`config.mk`:
```
export PLATFORM = sky130hd
export DESIGN_NAME = if_fetch
export DESIGN_NICKNAME = d
export VERILOG_FILES = /design/src/rtl/if_fetch.sv
export SDC_FILE = /design/constraint.sdc
export NUM_CORES = 1
export LEC_CHECK = 0
export ABC_AREA = 1
export BUFFER_PORTS_ARGS = -buffer_cell sky130_fd_sc_hd__buf_4
export CORE_UTILIZATION = 25
export CTS_BUF_LIST = sky130_fd_sc_hd__clkbuf_8 sky130_fd_sc_hd__clkbuf_16
export DETAILED_ROUTE_END_ITERATION = 8
export PLACE_DENSITY = 0.54
export SETUP_SLACK_MARGIN = 0.3
export SLEW_MARGIN = 0
export SYNTH_ARGS = -nofsm -noshare
export SYNTH_HDL_FRONTEND = slang
export SYNTH_SLANG_ARGS = --single-unit
```
`constraint.sdc`:
```
create_clock -name clk -period 2 [get_ports clk]
set_input_delay 0.5 -clock clk [delete_from_list [all_inputs] [get_ports clk]]
set_output_delay 0.5 -clock clk [all_outputs]
set_load 0.02 [all_outputs]
```
`src/rtl/if_fetch.sv`:
```
// -----------------------------------------------------------------------------
// if_fetch -- instruction-fetch stage of a 5-stage MIPS pipeline.
//
// Owns the PC and presents if_pc / if_inst to the IF/ID pipeline register.
// One fetch is outstanding at a time on a req/ack instruction bus. While a
// fetch waits for its ack the stage asks the pipeline controller to stall.
// The stage supports:
//   - the shared stall vector (bit 0 holds the PC, bit 2 holds ID),
//   - flush with a redirect address,
//   - ID-stage branch redirects with one delay slot.
//
// Optional feature, selected with the macro IF_ADDR_CHECK_EN:
//   A misaligned PC raises if_excp_adel instead of issuing a fetch.
//   When the macro is undefined, if_excp_adel is tied to 0.
//
// Ports:
//   clk              rising-edge clock
//   rst              synchronous, active-high reset
//   stall[5:0]       pipeline stall vector
//   flush, new_pc    discard fetch state and redirect the PC to new_pc
//   branch_flag_i    ID-stage branch/jump taken
//   branch_target_i  ID-stage branch target
//   inst_req         instruction bus request
//   inst_addr        instruction bus address
//   inst_ack         instruction bus data valid this cycle
//   inst_rdata       instruction bus read data
//   if_pc, if_inst   PC and instruction for IF/ID (if_inst = 0 means nop)
//   stallreq_if      stall request while a fetch is outstanding
//   if_excp_adel     misaligned-fetch exception flag
// -----------------------------------------------------------------------------
module if_fetch #(
  parameter logic [31:0] RESET_PC = 32'h0000_0000
) (
  input  logic        clk,
  input  logic        rst,
  input  logic [5:0]  stall,
  input  logic        flush,
  input  logic [31:0] new_pc,
  input  logic        branch_flag_i,
  input  logic [31:0] branch_target_i,
  output logic        inst_req,
  output logic [31:0] inst_addr,
  input  logic        inst_ack,
  input  logic [31:0] inst_rdata,
  output logic [31:0] if_pc,
  output logic [31:0] if_inst,
  output logic        stallreq_if,
  output logic        if_excp_adel
);

`ifdef IF_ADDR_CHECK_EN
  localparam bit ADDR_CHECK = 1'b1;
`else
  localparam bit ADDR_CHECK = 1'b0;
`endif

  localparam logic [1:0] ST_IDLE = 2'd0;
  localparam logic [1:0] ST_REQ  = 2'd1;
  localparam logic [1:0] ST_DONE = 2'd2;

  logic [1:0]  state_q, state_d;
  logic [31:0] pc_q, pc_d;
  logic [31:0] inst_buf_q, inst_buf_d;
  logic        pend_valid_q, pend_valid_d;
  logic [31:0] pend_target_q, pend_target_d;
  logic        adel_q, adel_d;

  logic        branch_take;
  logic        advance;
  logic [31:0] next_pc;
  logic        enter;      // moving to a fresh fetch this cycle
  logic [31:0] enter_pc;   // address that fresh fetch would use
  logic        enter_bad;  // fresh fetch address fails the alignment check

  assign branch_take = branch_flag_i & ~stall[2];
  assign advance     = (state_q == ST_DONE) & ~stall[0];

  // A branch seen in the advance cycle wins over an older pending one.
  // The delay slot is the instruction at pc, which is already fetched.
  assign next_pc = branch_take  ? branch_target_i :
                   pend_valid_q ? pend_target_q   :
                                  pc_q + 32'd4;

  assign enter_bad = ADDR_CHECK && (enter_pc[1:0] != 2'b00);

  always_comb begin
    // NOTE: every next-state signal takes its hold value first. A path that
    // leaves one unassigned would infer a latch.
    state_d       = state_q;
    pc_d          = pc_q;
    inst_buf_d    = inst_buf_q;
    pend_valid_d  = pend_valid_q;
    pend_target_d = pend_target_q;
    adel_d        = adel_q;
    enter         = 1'b0;
    enter_pc      = pc_q;

    if (flush) begin
      // Flush overrides stall, branch and ack. An ack in this cycle is dropped.
      pc_d         = new_pc;
      pend_valid_d = 1'b0;
      enter        = 1'b1;
      enter_pc     = new_pc;
    end else begin
      case (state_q)
        ST_IDLE: begin
          enter = 1'b1;
        end
        ST_REQ: begin
          if (inst_ack) begin
            inst_buf_d = inst_rdata;
            state_d    = ST_DONE;
          end
        end
        ST_DONE: begin
          if (advance) begin
            pc_d     = next_pc;
            enter    = 1'b1;
            enter_pc = next_pc;
          end
        end
        default: begin
          state_d = ST_IDLE;
        end
      endcase

      // Any PC advance consumes the pending redirect, or supersedes it.
      // Otherwise a taken branch is remembered until the next advance.
      if (advance) begin
        pend_valid_d = 1'b0;
      end else if (branch_take) begin
        pend_valid_d  = 1'b1;
        pend_target_d = branch_target_i;
      end
    end

    // A misaligned fetch is never issued. The stage parks in DONE with a nop
    // and the exception flag set.
    if (enter) begin
      if (enter_bad) begin
        state_d    = ST_DONE;
        inst_buf_d = 32'h0;
        adel_d     = 1'b1;
      end else begin
        state_d    = ST_REQ;
        adel_d     = 1'b0;
      end
    end
  end

  always_ff @(posedge clk) begin
    // NOTE: sequential state uses non-blocking assignments only. All
    // registers see the pre-edge values, whatever the statement order.
    if (rst) begin
      state_q       <= ST_IDLE;
      pc_q          <= RESET_PC;
      inst_buf_q    <= 32'h0;
      pend_valid_q  <= 1'b0;
      pend_target_q <= 32'h0;
      adel_q        <= 1'b0;
    end else begin
      state_q       <= state_d;
      pc_q          <= pc_d;
      inst_buf_q    <= inst_buf_d;
      pend_valid_q  <= pend_valid_d;
      pend_target_q <= pend_target_d;
      adel_q        <= adel_d;
    end
  end

  // Outputs decode registered state. stallreq_if also looks at the live ack,
  // so a zero-wait fetch never stalls the pipeline.
  assign inst_req     = (state_q == ST_REQ);
  assign inst_addr    = pc_q;
  assign if_pc        = pc_q;
  assign if_inst      = (state_q == ST_DONE) ? inst_buf_q : 32'h0;
  assign stallreq_if  = (state_q == ST_REQ) & ~inst_ack;
  assign if_excp_adel = adel_q & (state_q == ST_DONE);

endmodule
```
Yosys cells after proc, flatten, opt, wreduce, memory -nomap -nowiden
Index checks and enable logic that the tools add are counted.
- register bits after elaboration: 99
- output and inout port bits: 99
- bits of input ports: 107
- reductions and logical operators: 11
- bitwise operators: 9
- add/sub/neg operators: 1
- muxes and demuxes: 13
- eq/ne operators: 6
- operators with widths (kind ; count):
    $mux W32 ; 6
    $add A32 B3 Y32 const B ; 1
    $reduce_and A3 Y1 ; 4
    $ne A2 B1 Y1 const B ; 3
    $not A1 Y1 ; 6
    $mux W1 ; 4
    $pmux W2 S2 ; 1
    $reduce_bool A2 Y1 ; 2
    $reduce_or A2 Y1 ; 2
    $and A1 B1 Y1 ; 3
    $ne A3 B1 Y1 const B ; 1
    $reduce_or A3 Y1 ; 1
    $eq A2 B1 Y1 const B ; 1
    $eq A2 B2 Y1 const B ; 1
    $logic_not A2 Y1 ; 1
    $mux W2 ; 1
    $pmux W1 S2 ; 1
    $reduce_and A2 Y1 ; 1

Logic depth before layout (Yosys ltp)
Gate-level depths: netlist of run 1.
- depth in word-level cells: 7
- mapped depth: 10
- depth with buffers taken out: 10

Worst setup path after synthesis of run 1
OpenSTA, ideal clock, no wires.
- kind: reg-to-reg
- from: register pc_q[2] (netlist: if_pc[2])
- to: register pc_q[20] (netlist: if_pc[20])
- setup time: 0.112 ns
- period minus slack after synthesis: 1.648 ns
- required time: 1.888 ns
- data arrival time: 1.536 ns
- buffers on the path: 0
- path slack: 0.352 ns
- cell stages (with the launch flop): 11
- cell sequence: dfxtp_1 ha_1 inv_1 nor2_4 nand2_4 nor2_8 nand4_1 nand3_1 nand2_1 nand2_1 nand2_1
- longest elaborated chain between the ends: 6
- ends and longest elaborated chain (element ; line ; RTL):
    start: declaration ; 62 ; logic [31:0] pc_q, pc_d;
    start signal: assignment ; 163 ; pc_q <= pc_d;
    $add A32 B3 Y32 ; 82 ; pc_q + 32'd4;
    $mux W32 ; 81 ; pend_valid_q ? pend_target_q :
    $mux W32 ; 80 ; assign next_pc = branch_take ? branch_target_i :
    $mux W32 ; 116 ; if (advance) begin
    $mux W32 ; 105 ; case (state_q)
    $mux W32 ; 98 ; if (flush) begin
Every way passes these cells. The select of a mux whose other input is x is not followed.
A chain may end at the register's enable or synchronous reset.

Worst setup path after layout of run 1
- from: register state_q[0]
- to: output port if_inst[27]
- longest elaborated chain between the ends: 2
- ends and longest elaborated chain (element ; line ; RTL):
    start: declaration ; 61 ; logic [1:0] state_q, state_d;
    start signal: assignment ; 162 ; state_q <= state_d;
    $eq A2 B2 Y1 ; 176 ; assign if_inst = (state_q == ST_DONE) ? inst_buf_q : 32'h0;
    $mux W32 ; 176 ;
    end: declaration ; 46 ; output logic [31:0] if_inst,
Every way passes these cells.

==> impl_summary.txt, run 1 <==
----------------------------------------------------
[Die]
  Standard-cell row count ... 54
  Core ar. ... 21,900 sq um
  Count of pins on the block boundary ... 206
  Total die area ... 23,100 sq um
  Die Width ... 152 um
  Starting density of the core ... approximately a quarter
  Die H ... 152 um

[Power and ir drop]
  Areal power density over the cells ... 633 nW/um^2
  Maximum ir drop on the vdd rail ... 0.000367 V
  Static leakage ... 3.34 nW

[Placed design]
  Count of input and output buffers ... 200
  Pre-CTS WS ... approximately 0.22 ns
  DP Wirelength ... 13.6 mm
  Final weighted congestion of routability-driven global placement ... 0.850
  Post-placement cell count ... between 1,000 and 1,500

[Yosys]
  Post-synthesis sequential element count ... 99
  Number of nets in the synthesized netlist ... a little under 1,000
  Number of warnings issued by yosys ... 0
  Sequential share of the synthesized area ... 35.3%
  Syn avg cell area ... around 6.5 sq um
  Number of instances in the synthesized netlist ... 866
  Post-synthesis instance area ... 5620 sq um
  Yosys cell types ... 39

[STA]
  Final Slew Violations ... 0
  Final WS setup ... roughly 0.25 ns
  Final min period ... 1.75 ns
  Total negative setup slack ... 0 ns
  Timing-limited maximum frequency ... 572 MHz
  Final period util ... 87.4%
  Number of failing setup endpoints in the final timing report ... 0
  Setup repair after global routing missed its margin ... yes
  Final hold violations ... 0
  Clock skew after layout ... 0.00707 ns

[Layout]
  Post-layout net count ... between 1,000 and 1,500
  Fraction of final layout cells sized beyond drive strength 1 ... approximately 30%
  Synth-to-layout area growth ... 37.6%
  Antenna diode count ... 0
  FILL cells ... between 2,000 and 2,500
  Final non-filler cell total ... 1,319

[Detailed routing]
  Count of unresolved DRC violations after routing ... 0
  Routed vias ... between 5,000 and 6,000
  Average wire per standard cell ... between 10 and 15 um
  DRT antenna net count ... 0
  Count of routing violations after the opening detailed-route iteration ... 398
  Number of search-and-repair iterations in the first detailed-routing pass ... 5
  Total routed wirelength ... 18.4 mm
  Mean number of vias per cell ... 4.50

[Clocking]
  Number of H-tree levels ... 3
  Latest clock arrival within the worst-skew pair ... 0.35 ns
  CTS tree ... yes
  Worst-path clk slew ... 0.07 ns
  Clock Sink Count ... 99
  TritonCTS Buffers ... 9
  Max clock buf depth ... 2
  Clock tree root buffer cell ... clkbuf_16

[GRT]
  Pin count of the biggest net entering global routing ... 65
  Antenna violations before repair ... 0
  Number of global-route vias before repair ... between 5,000 and 6,000
  Global-route wire length before repair ... 29.2 mm
  Aggregate global routing overflow ... 0
  Total track usage ... between 15 and 20%

[Min path]
  Critical hold path startpoint ... new_pc[6]
  Path class of the lowest-slack min-delay path ... in -> reg

[Critical path]
  Maximum fanout count along the critical path ... 16
  CP Capture Type ... primary output
  Critical Path Start ... state_q[0]$_SDFFE_PP0P_
  Startpoint class of the critical path ... flip-flop
  Worst Path Class, Setup ... reg -> out
  Worst flop-to-flop path startpoint ... if_pc[2]$_SDFFE_PP0P_
  Data required time of the worst path ... 1.50 ns
  Crit path DAT ... 1.25 ns

[Job]
  Number of violations of the max-capacitance limit ... 0

[Run status]
  Outcome ... finished clean

----------------------------------------------------
## flip-flops by register name, indices dropped and copies added, names as in the netlist
signal,cells
if_pc,32
inst_buf_q,32
pend_target_q,32
pend_valid_q,1
state_q,2
## synth_stat cells, drive strengths merged
cell type	n	area [sq um]
a211oi	12	90.1
a21o	1	7.51
a21oi	98	498
a221oi	1	8.76
a31oi	3	18.8
and2	3	18.8
buf	60	397
clkbuf	16	70.1
conb	1	3.75
dfxtp	99	1980
ha	1	12.5
inv	86	325
nand2	196	761
nand3	50	260
nand4	6	37.5
nor2	131	566
nor3	2	15.0
o211ai	2	15.0
o21a	1	7.51
o21ai	82	410
o21bai	4	30.0
o22ai	5	31.3
or2	1	6.26
xnor2	1	8.76
xor2	4	35.0
## worst max-delay path, cell delays in order, from the launching register on
cell and delay [ns]:
dfxtp_1 0.31, inv_2 0.07, nand2_4 0.08, buf_12 0.16
nor2_1 0.11, buf_4 0.15
## timing repair
item	in CTS	in global routing
pin swaps	1	2
buffers inserted	2	0
gates resized for setup	13	34
hold buffers	0	0
endpoints found under the setup margin	35	49
cloned	1	1
hold endpoints to repair	0	0
## final cells by class
cell class,instances,area [sq um],share of cell area [%]
tap,280,350,4.53
multi-input combinational,606,2920,37.8
clock inverter,7,72.6,0.939
clock buffer,9,225,2.91
inverter,86,325,4.21
timing repair buffer,232,1830,23.7
sequential,99,2000,25.9
## stage by stage
stage	total power, W	cell area (sq um)	hold WS [ns]	utilization [%]
after floorplan	0.00277	5620	0.425	-
after global placement	0.00318	7260	0.439	33.1
after detailed placement	0.00319	7260	0.442	33.1
after CTS	0.00498	7630	0.375	34.9
after global routing	0.00515	7730	0.385	35.3
final	0.00489	7730	0.398	35.3
## cell usage in the layout, fill, tap and decap left out, types with 4 or more instances in the layout
| cell type | Yosys | layout |
|---|---|---|
| nor2_4 | 6 | 9 |
| xor2_1 | 4 | 4 |
| nand2_1 | 190 | 189 |
| buf_12 | 0 | 4 |
| a21oi_1 | 96 | 96 |
| nor2_1 | 119 | 102 |
| inv_2 | 5 | 7 |
| o21bai_1 | 4 | 4 |
| buf_4 | 36 | 221 |
| clkbuf_16 | 0 | 9 |
| dfxtp_1 | 99 | 88 |
| nand3_1 | 48 | 47 |
| nor2_2 | 5 | 20 |
| nand4_1 | 6 | 6 |
| o22ai_1 | 5 | 5 |
| a211oi_1 | 12 | 12 |
| buf_6 | 1 | 6 |
| dfxtp_2 | 0 | 10 |
| o21ai_0 | 75 | 75 |
| nand2_2 | 4 | 4 |
| inv_1 | 80 | 78 |
| o21ai_1 | 7 | 7 |
## worst paths after layout
path         slack, ns  depth (start not counted)                          to
max               0.25                          5                 if_inst[27]
min               0.40                          3       if_pc[6]$_SDFFE_PP0P_
max reg2reg       0.38                         10      if_pc[30]$_SDFFE_PP0P_
min reg2reg       0.45                          2  inst_buf_q[5]$_SDFFE_PP0P_
## routing by layer
metal  GRT usage [%]  routed length, um
met1            21.9               8830
met2            25.2               8340
met3            2.97                993
met4            3.57                243
met5               0                  0
## cell families after synthesis
group / Yosys count / synth area share, %
AND/OR/NAND/NOR: 389 / 29.6
adder cells (fa/ha/maj): 1 / 0.223
AO/OA/AOI/OAI: 209 / 19.9
flip-flops: 99 / 35.3
XOR/XNOR: 5 / 0.780
buffers and inverters: 162 / 14.1
other: 1 / 0.0668
## where the power goes
group	leakage [nW]	total, W	switching [W]	internal [W]
clock	0.142	0.00174	0.000863	0.000880
sequential	0.816	0.00218	0.000102	0.00208
combinational	2.39	0.000966	0.000534	0.000432
(Power assumes the default switching activity.)
==> inputs of run 2 (changes only) <==
Clock period 2 ns to 2.1 ns, I/O delays scaled along.
==> run 2 against run 1 <==
Final cell count down 0.38%; routed wire length up 2.0%; core utilization up 0.77 points; sequential power down 5%; count of clock-buffer cells in the layout unchanged; design area up 2.2%; sequential share of layout area down 0.66 points; global-route usage down 0.18 points; largest power group unchanged.
==> impl_summary.txt, run 2 (synthesized netlist as in run 1, its figures left out) <==
----------------------------------------------------
[Clocking]
  Clock Sink Count ... 99
  TritonCTS Buffers ... 9
  CTS tree ... yes
  Max clock buf depth ... 2
  Worst-path clk slew ... 0.08 ns
  Clock tree root buffer cell ... clkbuf_16
  Latest clock arrival within the worst-skew pair ... 0.35 ns
  Number of H-tree levels ... 3
  Number of buffers inserted to repair setup after CTS ... 0

[Placed design]
  Count of input and output buffers ... 200
  Final weighted congestion of routability-driven global placement ... a little over 0.8
  Pre-CTS WS ... ~0.11 ns
  DP Wirelength ... 13.6 mm
  Placed Area ... slightly above 7000 sq um

[Detailed routing]
  Total routed wirelength ... 18.8 mm
  DRT antenna net count ... 0
  Number of search-and-repair iterations in the first detailed-routing pass ... 5
  Mean number of vias per cell ... 4.55
  Count of unresolved DRC violations after routing ... 0
  Routed vias ... 5,973
  Count of routing violations after the opening detailed-route iteration ... about 380
  Average wire per standard cell ... 14.3 um

[GRT]
  Pin count of the biggest net entering global routing ... 65
  Total track usage ... 15.6%
  Aggregate global routing overflow ... 0
  Global-route wire length before repair ... 28.8 mm
  Number of global-route vias before repair ... 5,450
  Antenna violations before repair ... 0

[Die]
  Starting density of the core ... 25.7%
  Die Width ... around 150 um
  Count of pins on the block boundary ... 206
  Standard-cell row count ... 54
  Die H ... 152 um
  Total die area ... ~23,000 sq um
  Core ar. ... 21,900 sq um

[Layout]
  Fraction of final layout cells sized beyond drive strength 1 ... about 30%
  Antenna diode count ... 0
  Synth-to-layout area growth ... 40.6%
  Post-route standard cell area excluding fillers ... 7890 sq um
  FILL cells ... 2,425
  Most common cell after layout, fill and taps aside ... buf_4
  Top library cells by usage in the layout, fill and taps aside ... buf_4 (198), nand2_1 (188), a21oi_1 (96)
  Post-layout net count ... 1,137

[Critical path]
  Cells along the critical path ... inv_4 > nand2_8 > clkbuf_16 > nor2_4 > buf_6
  Startpoint class of the critical path ... flip-flop
  Worst Path Class, Setup ... reg -> out
  Crit path DAT ... 1.29 ns
  Data required time of the worst path ... approximately 1.6 ns
  Cell at the slowest stage of the critical path ... dfxtp_2
  CP max stage delay ... 0.33 ns
  CP Capture Type ... primary output
  Maximum fanout count along the critical path ... 8

[STA]
  Setup repair after global routing missed its margin ... yes
  Final period util ... around 86%
  Final min period ... 1.81 ns
  Clock skew after layout ... between 0.009 and 0.01 ns
  Final hold violations ... 0
  Timing-limited maximum frequency ... around 550 MHz
  Final Slew Violations ... 0
  Final WS setup ... roughly 0.29 ns
  Total negative setup slack ... 0 ns
  Worst hold slack across all endpoints ... 0.412 ns
  Number of failing setup endpoints in the final timing report ... 0

[Job]
  Number of violations of the max-capacitance limit ... 0

[Min path]
  Path class of the lowest-slack min-delay path ... in -> reg

[Power and ir drop]
  Static leakage ... 3.34 nW
  Maximum ir drop on the vdd rail ... 0.000315 V
  Areal power density over the cells ... 593 nW/um^2
  Total power draw ... 0.00468 W

[Run status]
  Outcome ... finished clean

----------------------------------------------------
run 2: path summary, 6_finish.rpt:
| kind | startpoint | to | slack [ns] | cells after the start |
|---|---|---|---|---|
| worst max-delay path | state_q[0]$_SDFFE_PP0P_ | if_inst[11] | 0.29 | 5 |
| worst min-delay path | new_pc[7] | if_pc[7]$_SDFFE_PP0P_ | 0.41 | 3 |
| worst max register to register | if_pc[3]$_SDFFE_PP0P_ | if_pc[30]$_SDFFE_PP0P_ | 0.40 | 10 |
| worst min register to register | pend_target_q[24]$_SDFFE_PP0P_ | pend_target_q[24]$_SDFFE_PP0P_ | 0.45 | 2 |
run 2: what timing repair did:
action                                 CTS  global route
cloned                                   0             3
pin swaps                                0             2
hold buffers                             0             0
endpoints found under the hold margin    0             0
setup endpoints to repair               32            39
gates resized for setup                  7            83
run 2: power breakdown:
group          switching [W]  internal (W)
registers           0.000101       0.00198
clock network       0.000836      0.000840
logic               0.000520      0.000400
total                0.00146       0.00322
run 2: layout make-up:
cell class / instances / area [sq um] / share of cell area [%]
Multi-Input combinational cell: 605 / 3050 / 38.6
Timing Repair Buffer: 228 / 1880 / 23.8
Sequential cell: 99 / 1990 / 25.2
Inverter: 86 / 328 / 4.15
Tap cell: 280 / 350 / 4.44
Clock inverter: 7 / 72.6 / 0.919
Clock buffer: 9 / 225 / 2.85
run 2: stage by stage:
step                cells  util (%)
floorplan             866         -
global placement     1295      33.0
detailed placement   1295      33.0
CTS                  1311      34.4
global route         1314      36.1
finish               1314      36.1
run 2: metal layers:
metal / GRT usage [%] / wire, um / up-vias
li1: - / - / 3085
met1: 21.1 / 8630 / 2684
met2: 25.1 / 8720 / 190
met3: 3.39 / 1230 / 14
met4: 3.67 / 187 / 0
met5: 0 / 0 / -
run 2: critical path: cells and delay by family (launching register included):
kind	cells	cell delay, ns
and+or+nand+nor	2	0.19
DFF	1	0.33
buffers and inverters	3	0.41
==> inputs of run 3 (changes only) <==
Settings changed: PLACE_DENSITY 0.54 to default.
==> run 3 against run 2 <==
Non-clock buffer count rose by 3; die area did not move; combinational power rose by 0.5%; routed wire length fell by 0.85%; flip-flop and latch count did not move; core utilization rose by 0.15 points; design area rose by 0.41%; sequential power barely moved; hold slack got worse by 0.010 ns; global-route usage rose by 0.27 points; via count rose by 0.64%; count of clock-buffer cells in the layout did not move.
==> impl_summary.txt, run 3 (synthesized netlist as in run 1, its figures left out) <==
----------------------------------------------------
[Die]
  Die Width ... 152 um
  Die H ... between 150 and 200 um
  Count of pins on the block boundary ... between 200 and 250
  Starting density of the core ... between 20% and 30%
  Total die area ... approximately 23,000 sq um
  Core ar. ... 21,900 sq um
  Standard-cell row count ... 54

[Power and ir drop]
  Net switching share of the total power ... 30.7%
  Combinational group share of total power ... between 10% and 20%
  Power share of the clock group ... 37.6%
  Total net switching power ... about 0.0015 W
  Total power draw ... around 0.0048 W
  Internal power ... 0.00334 W
  Part of the power in registers ... roughly 43%
  Maximum ir drop on the vdd rail ... ~0.00037 V
  Static leakage ... about 3.4 nW
  Areal power density over the cells ... between 600 and 700 nW/um^2

[Critical path]
  Worst Path Class, Setup ... reg -> out
  Worst flop-to-flop path startpoint ... if_pc[2]$_SDFFE_PP0P_
  Critical Path Start ... state_q[0]$_SDFFE_PP0P_
  Data required time of the worst path ... 1.57 ns
  Startpoint class of the critical path ... flip-flop
  CP Capture Type ... primary output
  Crit path DAT ... 1.28 ns
  Maximum fanout count along the critical path ... 6

[STA]
  Final Slew Violations ... 0
  Worst hold slack across all endpoints ... about 0.40 ns
  Timing-limited maximum frequency ... 554 MHz
  Setup repair after global routing missed its margin ... yes
  Final hold violations ... 0
  Final period util ... 86.0%
  Final WS setup ... 0.294 ns
  Number of failing setup endpoints in the final timing report ... 0
  Final min period ... 1.81 ns
  Actual transition at the worst max-transition pin ... 0.525 ns
  Worst max-slew margin expressed relative to the limit ... 65.0%
  Total negative setup slack ... 0 ns
  Clock skew after layout ... 0.00949 ns

[Detailed routing]
  Count of unresolved DRC violations after routing ... 0
  Mean number of vias per cell ... about 4.6
  DRT antenna net count ... 0
  Count of routing violations after the opening detailed-route iteration ... 396
  Average wire per standard cell ... roughly 14 um
  Total routed wirelength ... 18.6 mm
  Routed vias ... 6,011
  Number of search-and-repair iterations in the first detailed-routing pass ... 5

[Clocking]
  Latest clock arrival within the worst-skew pair ... 0.36 ns
  Number of buffers inserted by hold repair at cts ... 0
  Number of H-tree levels ... 3
  TritonCTS Buffers ... 9
  Worst-path clk slew ... 0.08 ns
  Clock tree root buffer cell ... clkbuf_16
  Clock Sink Count ... 99
  Max clock buf depth ... 2
  CTS tree ... yes

[Placed design]
  Count of input and output buffers ... 200
  Final weighted congestion of routability-driven global placement ... between 0.8 and 0.9
  DP Wirelength ... 13.7 mm
  Placed Area ... between 7000 and 8000 sq um
  Pre-CTS WS ... approximately 0.19 ns

[GRT]
  Number of global-route vias before repair ... 5,532
  Pin count of the biggest net entering global routing ... 58
  Aggregate global routing overflow ... 0
  Antenna violations before repair ... 0
  Total track usage ... about 16%
  Global-route wire length before repair ... 29.2 mm

[Job]
  Number of violations of the max-capacitance limit ... 0

[Layout]
  Top library cells by usage in the layout, fill and taps aside ... buf_4 (202), nand2_1 (189), a21oi_1 (96), dfxtp_1 (96), nor2_1 (88)
  Synth-to-layout area growth ... 41.2%
  Antenna diode count ... 0
  Most common cell after layout, fill and taps aside ... buf_4
  Post-route standard cell area excluding fillers ... 7930 sq um
  Fraction of final layout cells sized beyond drive strength 1 ... a little under a third
  Post-layout net count ... ~1,100

[Run status]
  Outcome ... finished clean

[Min path]
  Path class of the lowest-slack min-delay path ... in -> reg
  Critical hold path startpoint ... new_pc[7]

----------------------------------------------------
run 3: path summary, 6_finish.rpt:
kind	endpoint	slack (ns)	cells after the start
max	if_inst[14]	0.29	5
min	if_pc[7]$_SDFFE_PP0P_	0.40	3
max reg2reg	if_pc[30]$_SDFFE_PP0P_	0.45	10
min reg2reg	pend_target_q[1]$_SDFFE_PP0P_	0.45	2
run 3: power groups by stage:
stage | combinational [W] | sequential, W | clock, W
finish | 0.000926 | 0.00208 | 0.00181
CTS | 0.000910 | 0.00208 | 0.00186
detailed placement | 0.000903 | 0.00212 | 0
global route | 0.00102 | 0.00209 | 0.00193
global placement | 0.000898 | 0.00212 | 0
floorplan | 0.000489 | 0.00215 | 0
run 3: metal layers:
| metal | wire [um] | track usage (%) | up-vias |
|---|---|---|---|
| met5 | 0 | 0 | - |
| met1 | 8600 | 21.2 | 2745 |
| met4 | 221 | 4.14 | 0 |
| met2 | 8660 | 25.6 | 162 |
| met3 | 1130 | 3.59 | 13 |
| li1 | - | - | 3091 |
run 3: repair_timing:
action                                  CTS  global route
setup buffers                             2             0
pin swaps                                 0             2
gates resized for setup                   7            78
endpoints found under the setup margin   32            47
cloned                                    0             4
run 3: worst max-delay path, stage by stage, from the launching register on:
cell and delay [ns]:
dfxtp_2 0.33, inv_4 0.08, nand2_8 0.10, clkbuf_16 0.18
nor2_2 0.08, buf_4 0.14
run 3: layout make-up:
type                       instances  area [sq um]
fill                            2384         14000
multi-input combinational        605          3020
sequential                        99          1990
timing repair buffer             231          1920
tap                              280           350
inverter                          86           332
clock buffer                       9           225
clock inverter                     7          91.3
run 3: per-stage QoR:
step | util [%] | cells
finish | 36.2 | 1317
global route | 36.2 | 1317
CTS | 34.5 | 1313
detailed placement | 33.0 | 1295
global placement | 33.0 | 1295
floorplan | - | 866
